### src/rtl/ifetch_pkg.sv
// Shared types and constants for the instruction fetch unit.
package ifetch_pkg;

    localparam int XLEN = 32;
    localparam logic [XLEN-1:0] INST_NOP = 32'h0000_0013;

    typedef struct packed {
        logic [XLEN-1:0] pc;
        logic [XLEN-1:0] inst;
    } fetch_entry_t;

endpackage

### src/rtl/ifetch_fifo.sv
// Synchronous FIFO of fetch entries; flush clears it in one cycle.
module ifetch_fifo
    import ifetch_pkg::*;
#(
    parameter int DEPTH = 4
) (
    input  logic                   clk,
    input  logic                   rst,
    input  logic                   push,
    input  logic                   pop,
    input  logic                   flush,
    input  fetch_entry_t           din,
    output fetch_entry_t           dout,
    output logic                   full,
    output logic                   empty,
    output logic [$clog2(DEPTH):0] count
);

    localparam int AW = $clog2(DEPTH);

    logic [AW:0]  wr_ptr;
    logic [AW:0]  rd_ptr;
    logic         do_push;
    logic         do_pop;
    fetch_entry_t mem [DEPTH];

    assign empty = (wr_ptr == rd_ptr);
    assign full = (wr_ptr[AW] != rd_ptr[AW]) &&
                  (wr_ptr[AW-1:0] == rd_ptr[AW-1:0]);
    assign count = wr_ptr - rd_ptr;
    assign do_pop = pop & ~empty;
    // A full FIFO may still accept a push when a pop frees the head slot.
    assign do_push = push & (~full | do_pop);
    assign dout = mem[rd_ptr[AW-1:0]];

    always_ff @(posedge clk or negedge rst) begin
        if (!rst) begin
            wr_ptr <= '0;
            rd_ptr <= '0;
        end else if (flush) begin
            wr_ptr <= '0;
            rd_ptr <= '0;
        end else begin
            if (do_push) wr_ptr <= wr_ptr + 1'b1;
            if (do_pop) rd_ptr <= rd_ptr + 1'b1;
        end
    end

    always_ff @(posedge clk) begin
        if (do_push && !flush) mem[wr_ptr[AW-1:0]] <= din;
    end

endmodule

### src/rtl/ifetch_unit.sv
// Fetch unit: gated imem requests, in-flight PC queue, instruction buffer.
// Optional IFETCH_PERF_EN adds stall/flush performance counters.
module ifetch_unit
    import ifetch_pkg::*;
#(
    parameter int FIFO_DEPTH = 4,
    parameter int MAX_OUTST  = 2
) (
    input  logic            clk,
    input  logic            rst,
    input  logic            pc_valid_i,
    input  logic [XLEN-1:0] pc_i,
    output logic            pc_ready_o,
    input  logic            jump_en_i,
    output logic            imem_req_o,
    output logic [XLEN-1:0] imem_addr_o,
    input  logic            imem_gnt_i,
    input  logic            imem_rvalid_i,
    input  logic [XLEN-1:0] imem_rdata_i,
    output logic            inst_valid_o,
    output logic [XLEN-1:0] inst_o,
    output logic [XLEN-1:0] inst_pc_o,
    input  logic            inst_ready_i
`ifdef IFETCH_PERF_EN
    ,
    output logic [31:0]     perf_stall_cnt_o,
    output logic [31:0]     perf_flush_cnt_o
`endif
);

    localparam int CW = $clog2(FIFO_DEPTH);
    localparam int OW = $clog2(MAX_OUTST + 1);
    localparam int QW = (MAX_OUTST > 1) ? $clog2(MAX_OUTST) : 1;

    logic [OW-1:0]   outst;
    logic [OW-1:0]   outst_nxt;
    logic [OW-1:0]   drop;
    logic [CW:0]     fifo_cnt;
    logic [CW+1:0]   occ;
    logic            fifo_full;
    logic            fifo_empty;
    logic            grant;
    logic            rsp;
    logic            keep;
    logic            push;
    logic            pop;
    logic [QW-1:0]   q_wr;
    logic [QW-1:0]   q_rd;
    logic [XLEN-1:0] pcq [MAX_OUTST];
    fetch_entry_t    wr_entry;
    fetch_entry_t    head;

    function automatic logic [QW-1:0] qinc(input logic [QW-1:0] q);
        return (q == QW'(MAX_OUTST - 1)) ? '0 : q + QW'(1);
    endfunction

    // Buffer slots are reserved at grant so returning data never overflows.
    assign occ = (CW+2)'(outst) + (CW+2)'(fifo_cnt);
    assign imem_req_o = rst & pc_valid_i & ~jump_en_i &
                        (occ < (CW+2)'(FIFO_DEPTH)) &
                        (outst < OW'(MAX_OUTST));
    assign imem_addr_o = rst ? pc_i : '0;
    assign grant = imem_req_o & imem_gnt_i;
    assign pc_ready_o = grant;

    assign rsp = imem_rvalid_i & (outst != '0);
    assign keep = rsp & (drop == '0);
    assign push = keep & ~jump_en_i;
    assign pop = inst_valid_o & inst_ready_i;

    always_comb begin
        outst_nxt = outst;
        if (grant && !rsp) outst_nxt = outst + OW'(1);
        else if (!grant && rsp) outst_nxt = outst - OW'(1);
    end

    always_ff @(posedge clk or negedge rst) begin
        if (!rst) begin
            outst <= '0;
            drop  <= '0;
            q_wr  <= '0;
            q_rd  <= '0;
        end else begin
            outst <= outst_nxt;
            if (jump_en_i) begin
                drop <= outst_nxt;
                q_wr <= '0;
                q_rd <= '0;
            end else begin
                if (rsp && drop != '0) drop <= drop - OW'(1);
                if (grant) q_wr <= qinc(q_wr);
                if (keep) q_rd <= qinc(q_rd);
            end
        end
    end

    always_ff @(posedge clk) begin
        if (grant) pcq[q_wr] <= pc_i;
    end

    always_comb begin
        wr_entry.pc   = pcq[q_rd];
        wr_entry.inst = imem_rdata_i;
    end

    ifetch_fifo #(
        .DEPTH (FIFO_DEPTH)
    ) u_fifo (
        .clk   (clk),
        .rst   (rst),
        .push  (push),
        .pop   (pop),
        .flush (jump_en_i),
        .din   (wr_entry),
        .dout  (head),
        .full  (fifo_full),
        .empty (fifo_empty),
        .count (fifo_cnt)
    );

    assign inst_valid_o = ~fifo_empty;
    assign inst_o = fifo_empty ? '0 : head.inst;
    assign inst_pc_o = fifo_empty ? '0 : head.pc;

`ifdef IFETCH_PERF_EN
    always_ff @(posedge clk or negedge rst) begin
        if (!rst) begin
            perf_stall_cnt_o <= '0;
            perf_flush_cnt_o <= '0;
        end else begin
            if (pc_valid_i && !pc_ready_o)
                perf_stall_cnt_o <= perf_stall_cnt_o + 32'd1;
            if (jump_en_i)
                perf_flush_cnt_o <= perf_flush_cnt_o + 32'd1;
        end
    end
`endif

    a_rvalid_outst: assert property (
        @(posedge clk) disable iff (!rst)
        imem_rvalid_i |-> outst != '0);

    a_no_overflow: assert property (
        @(posedge clk) disable iff (!rst)
        (push && fifo_full) |-> pop);

endmodule

### config.mk
export PLATFORM = sky130hd
export DESIGN_NAME = ifetch_unit
export DESIGN_NICKNAME = d
export VERILOG_FILES = /design/src/rtl/ifetch_pkg.sv /design/src/rtl/ifetch_fifo.sv /design/src/rtl/ifetch_unit.sv
export SDC_FILE = /design/constraint.sdc
export NUM_CORES = 1
export LEC_CHECK = 0
export CORE_MARGIN = 2
export CORE_UTILIZATION = 55
export CTS_CLUSTER_DIAMETER = 40
export CTS_CLUSTER_SIZE = 28
export DETAILED_ROUTE_END_ITERATION = 6
export GPL_TIMING_DRIVEN = 0
export HOLD_SLACK_MARGIN = 0.1
export PLACE_DENSITY = 0.92
export SYNTH_ARGS = -nofsm -noshare
export SYNTH_HDL_FRONTEND = slang
export SYNTH_SLANG_ARGS = --single-unit
### constraint.sdc
create_clock -name clk -period 4.8 [get_ports clk]
set_input_delay 0.96 -clock clk [delete_from_list [all_inputs] [get_ports clk]]
set_output_delay 0.96 -clock clk [all_outputs]
set_load 0.02 [all_outputs]
After elaboration in Yosys (flattened, before gate mapping)

Memories as Yosys holds them, arrays and structs flattened.
Cells that the tools add are included.

Reductions and logical operators: 16
$lt $le $gt $ge: 2
Equal/unequal tests: 3
Bitwise gates (word level): 15
Add/sub/neg operators: 9
Multiplexer cells: 21

Operators by type and width:

| operator              | number |
|---|---|
| $mux W32              | 3 |
| $reduce_bool A2 Y1    | 7 |
| $mux W3               | 4 |
| $and A1 B1 Y1         | 11 |
| $mux W1               | 10 |
| $mux W2               | 4 |
| $add A3 B1 Y3 const B | 2 |
| $logic_and A1 B1 Y1   | 5 |
| $add A2 B3 Y4         | 1 |
| $lt A4 B3 Y1 const B  | 1 |
| $sub A2 B1 Y2 const B | 2 |
| $eq A3 B3 Y1          | 1 |
| $logic_not A1 Y1      | 3 |
| $not A1 Y1            | 3 |
| $sub A3 B3 Y3         | 1 |
| $add A1 B1 Y1 const B | 2 |
| $add A2 B1 Y2 const B | 1 |
| $eq A2 B2 Y1          | 1 |
| $logic_not A2 Y1      | 1 |
| $lt A2 B2 Y1 const B  | 1 |
| $ne A1 B1 Y1          | 1 |
| $or A1 B1 Y1          | 1 |

Word-level logic and storage cells: 74
Memories: 2
Memory bits (writable): 320
Input bits: 71
Register bits after elaboration: 12

Memory list:

| memory     | words | width | rd ports | clocked after Yosys merged registers in | wr ports | line              | source |
|---|---|---|---|---|---|---|---|
| u_fifo.mem | 4     | 64    | 1        | 0                                       | 1        | ifetch_fifo.sv:25 | `fetch_entry_t mem [DEPTH];` |
| pcq        | 2     | 32    | 1        | 0                                       | 1        | ifetch_unit.sv:49 | `logic [XLEN-1:0] pcq [MAX_OUTST];` |

Depth between registers and ports, before layout

Depth after elaboration: 11
Depth in mapped cells: 9

Modules after synthesis

From an unflattened synthesis, not the netlist that was laid out.

Cell total of the unflattened synthesis: 638
Area total of the unflattened synthesis: 13061.3 um2

By module, submodules not included:

| module      | area an instance (um2) | instances | cells each |
|---|---|---|---|
| ifetch_fifo | 9708.1                 | 1         | 387 |
| ifetch_unit | 3353.2                 | 1         | 251 |

Least setup slack after synthesis

Ideal clock, no wire load.

Path type: reg-to-reg
Start point: reg u_fifo.rd_ptr[1]
End point: mem pcq[0][0], enable pin
Data arrival time: 3.354 ns
Setup time: 0.421 ns
Path buffers: 2
Path slack: 1.025 ns
Stages on the path, launching flop included: 9
Path through: dfrtp_1 -> buf_2 -> buf_2 -> inv_1 -> fa_1 -> ha_1 -> and4bb_2 -> nand4_4 -> nor2_1

Longest elaborated chain between the ends: 8

RTL lines:

| item                          | line              | source |
|---|---|---|
| start: declaration            | ifetch_fifo.sv:22 | `logic [AW:0] rd_ptr;` |
| start signal: assignment      | ifetch_fifo.sv:45 | `if (do_pop) rd_ptr <= rd_ptr + 1'b1;` |
| $sub A3 B3 Y3                 | ifetch_fifo.sv:30 | `assign count = wr_ptr - rd_ptr;` |
| $add A2 B3 Y4                 | ifetch_unit.sv:58 | `assign occ = (CW+2)'(outst) + (CW+2)'(fifo_cnt);` |
| $lt A4 B3 Y1                  | ifetch_unit.sv:60 | `(occ < (CW+2)'(FIFO_DEPTH)) &` |
| $and A1 B1 Y1                 | ifetch_unit.sv:59 | `assign imem_req_o = rst & pc_valid_i & ~jump_en_i &` |
| $and A1 B1 Y1                 | ifetch_unit.sv:60 |  |
| $and A1 B1 Y1                 | ifetch_unit.sv:63 | `assign grant = imem_req_o & imem_gnt_i;` |
| $mux W1                       | ifetch_unit.sv:98 | `if (grant) pcq[q_wr] <= pc_i;` |
| $mux W1 (not written as such) | ifetch_unit.sv:98 |  |
| end: declaration              | ifetch_unit.sv:49 |  |

Every way passes these cells.

Worst setup path in the final report

Start point: reg u_fifo.rd_ptr[1]
End point: out pc_ready_o

Longest elaborated chain between the ends: 6

RTL lines:

| item             | line              | source |
|---|---|---|
| $sub A3 B3 Y3    | ifetch_fifo.sv:30 |  |
| $add A2 B3 Y4    | ifetch_unit.sv:58 |  |
| $lt A4 B3 Y1     | ifetch_unit.sv:60 |  |
| $and A1 B1 Y1    | ifetch_unit.sv:59 |  |
| $and A1 B1 Y1    | ifetch_unit.sv:60 |  |
| $and A1 B1 Y1    | ifetch_unit.sv:63 |  |
| end: declaration | ifetch_unit.sv:13 | `output logic pc_ready_o,` |

Every way passes these cells.

==> run_results.csv <==
group,metric,value,unit
outcome,status,"finished clean",
power_and_ir_drop,p_seq_share,41.1,%
sta,rsz0062_at_grt,"false",
grt,grt_overflow_total,0,
layout,seq_area,0.00991,mm²
cts,cts-resized-gates,0,
sta,period_needed,4550,ps
sta,relSlewSlack,24.9,%
grt,grt_pass1_wl,38.8,mm
layout,final_common_cell,"edfxtp_1",
power_and_ir_drop,p_int,5.88,mW
detailed_routing,ant_nets,0,
cts,htreeDepth,2,
power_and_ir_drop,power_frac_comb,26.4,%
critical_path,max_stage_delay,600,ps
placement,gp_congestion,0.746,
critical_path,crit_chain,"buf_2 > buf_2 > inv_1 > fa_1 > ha_1 > and4bb_2 > nand4_4 > inv_1 > clkdlybuf4s50_1",
sta,post-route-period-util,94.9,%
layout,finalNetCount,923,
critical_path,r2r_end,"u_fifo.mem[3][37]",
critical_path,worst_path_max_delay_cell,"clkdlybuf4s50_1",
power_and_ir_drop,p_leak,5.32,nW
critical_path,worstSetupStartpointType,"register",
logic_synthesis,seq_area_frac_synth,75.9,%
critical_path,critical_path.endpoint_type,"output port",
detailed_routing,wl,25.2,mm
critical_path,crit_buf_inv,5,
detailed_routing,via_per_inst,5.51,
power_and_ir_drop,powerDensity,498,mW/mm²
floorplanning,pin_count,170,
detailed_routing,drtIter0Drc,446,
sta,setup_slack,246,ps
layout,utilization,70.3,%
critical_path,critical_path_class,"reg -> out",
cts,post_cts.repair.setup_buffers,0,
detailed_routing,drt-pass1-iter-count,4,
placement,dp_hpwl,15.8,mm
sta,worstMarginPinSlew,1120,ps
grt,antenna_found_initial,1,
logic_synthesis,ys_seq_elements,332,
power_and_ir_drop,clockPowerShare,32.5,%
critical_path,reg2reg_setup_slack,1360,ps
layout,n_fill_cell,1448,
logic_synthesis,postSynth.asyncResetShare,3.61,%
min_path,whs_path_depth,1,
logic_synthesis,synth_flop_cell,"edfxtp_1",
cts,numCtsBuffers,36,
power_and_ir_drop,ir_worst_vdd,318,µV
sta,finalClockSkew,29.5,ps
floorplanning,core_area,0.0234,mm²
critical_path,cp.arrival,3590,ps
power_and_ir_drop,total_power,8.21,mW
critical_path,crit_start,"u_fifo.rd_ptr[1]",
critical_path,cp_max_fo,10,
job,maxCapViolCount,0,
sta,final-max-slew-violation-count,0,
critical_path,crit_required,3840,ps
min_path,min_path_type,"reg -> reg",
layout,area_growth,26.1,%
min_path,hold_end,"u_fifo.mem[3][36]",
sta,finalHoldViolCount,0,
sta,fmax,0.220,GHz
placement,pre_cts_ws,323,ps
critical_path,worstRegToRegCells,7,
cts,worstSkewPairLatency,520,ps
power_and_ir_drop,power_switching_share,28.3,%
layout,multi_input_area,0.00298,mm²
floorplanning,die_w,158,µm
floorplanning,start_util,55.8,%
grt,grtUsageTotal,20.9,%
power_and_ir_drop,p_switching,2.32,mW
logic_synthesis,syn_area,0.0131,mm²
logic_synthesis,synth_enable_flop_cells,320,
layout,layout-drive-gt1-share,22.5,%
critical_path,crit_family,"buffers and inverters",
critical_path,rr_startpoint,"u_fifo.rd_ptr[1]",
min_path,hp-start,"pcq[0][4]",
floorplanning,die-area,0.0250,mm²
cts,cts.hold.buffers_added,0,
logic_synthesis,yosys_warnings,0,
logic_synthesis,yosys.cell_types.count,39,
cts,cts_max_path_buffers,3,
cts,cts_root_buf,"clkbuf_16",
floorplanning,rows,56,
placement,portBuffers,169,
detailed_routing,wl_per_cell,21.3,µm
cts,cts_tree,"built",
grt,grt_max_degree,66,
cts,cts_sinks,332,
sta,setup-violations-final,0,
detailed_routing,drc,0,
cts,clkSlewWorstSetupHoldPaths,70,ps
logic_synthesis,syn_nets,711,
grt,grt_pass1_vias,7027,
detailed_routing,vias,6529,
floorplanning,dieHeight,158,µm
layout,num_antenna_cells,0,
logic_synthesis,syn_avg_cell_area,20.8,µm²
layout,mostFrequentLayoutCells,"edfxtp_1 (320), clkdlybuf4s50_1 (169), nor2b_1 (66)",
logic_synthesis,synthCells,629,
Yosys cell counts, types with 2 or more instances:
cell,n,area (µm²)
inv_1,11,41.3
clkbuf_1,8,30.0
edfxtp_1,320,9610
mux4_2,64,1440
buf_2,15,75.1
nand2_1,3,11.3
nand3b_1,2,15.0
nor3_1,3,15.0
nor2_1,11,41.3
a21oi_1,2,10.0
mux2i_1,2,20.0
and2_1,35,219
nor2b_1,66,413
mux2_2,33,372
dfrtp_1,12,300
xor2_1,3,26.3
ha_1,10,125
xnor2_1,4,35.0
buf_4,5,37.5
stage by stage:
step	hold slack, ps	std cells	TNS (ps)	area [µm²]
4_1_cts	594	1186	0	16500
3_5_place_dp	582	1122	0	15300
6_report	585	1186	0	16500
5_1_grt	620	1186	0	16500
3_3_place_gp	569	1117	-117370	15100
2_1_floorplan	545	629	0	13100
worst reg2reg max path: cells and delay by family, from the launching register on:
kind | cells | cell delay [ps]
flops | 1 | 440
simple gates | 2 | 1080
compound gates | 1 | 420
buf+inv | 3 | 770
fa+ha+maj | 1 | 320
cell type report:
class	instances	share of cell area (%)
Sequential cell	332	60.2
Multi-Input combinational cell	257	18.1
Timing Repair Buffer	174	11.0
Clock buffer	37	5.62
Tap cell	319	2.42
Clock inverter	27	1.47
Buffer	29	0.935
Inverter	11	0.251
power by group through the flow:
stage          combinational [mW]  clock, mW  sequential (mW)
5_1_grt                      2.34       2.82             3.38
6_report                     2.17       2.66             3.37
3_5_place_dp                 2.19          0             3.43
4_1_cts                      2.20       2.72             3.37
3_3_place_gp                 2.13          0             3.43
2_1_floorplan                1.33          0             3.42
metal layers:
layer  global-route usage, %  share of wire [%]
met1                    26.4                 40
met4                    6.09                2.1
met3                    4.71                6.9
met5                       0                  0
met2                    36.5                 52
how the worst max path moves through the flow:
stage | to | slack (ps) | cells past startpoint
final | pc_ready_o | 250 | 9
after global routing | pc_ready_o | 30 | 9
after CTS | pc_ready_o | 170 | 9
after detailed placement | pc_ready_o | 320 | 5
after global placement | pcq[0][7] | -660 | 4
after floorplan | pcq[0][0] | 1020 | 8
state kept, by name, indices dropped and copies added, names as in the netlist:
| register | count |
|---|---|
| drop | 2 |
| outst | 2 |
| pcq | 64 |
| q_rd | 1 |
| q_wr | 1 |
| u_fifo.mem | 256 |
| u_fifo.rd_ptr | 3 |
| u_fifo.wr_ptr | 3 |
cells by family (layout without fill, tap and decap cells):
kind of cell	count (synthesis)	after routing	share of synthesized area, %
xor+xnor	9	9	0.786
fa+ha+maj	11	11	1.11
buf+inv	40	278	1.49
mux	99	99	14.0
simple gates	127	127	6.00
compound gates	11	11	0.690
flops	332	332	75.9
No activity file was read; power rests on OpenSTA's default activity.
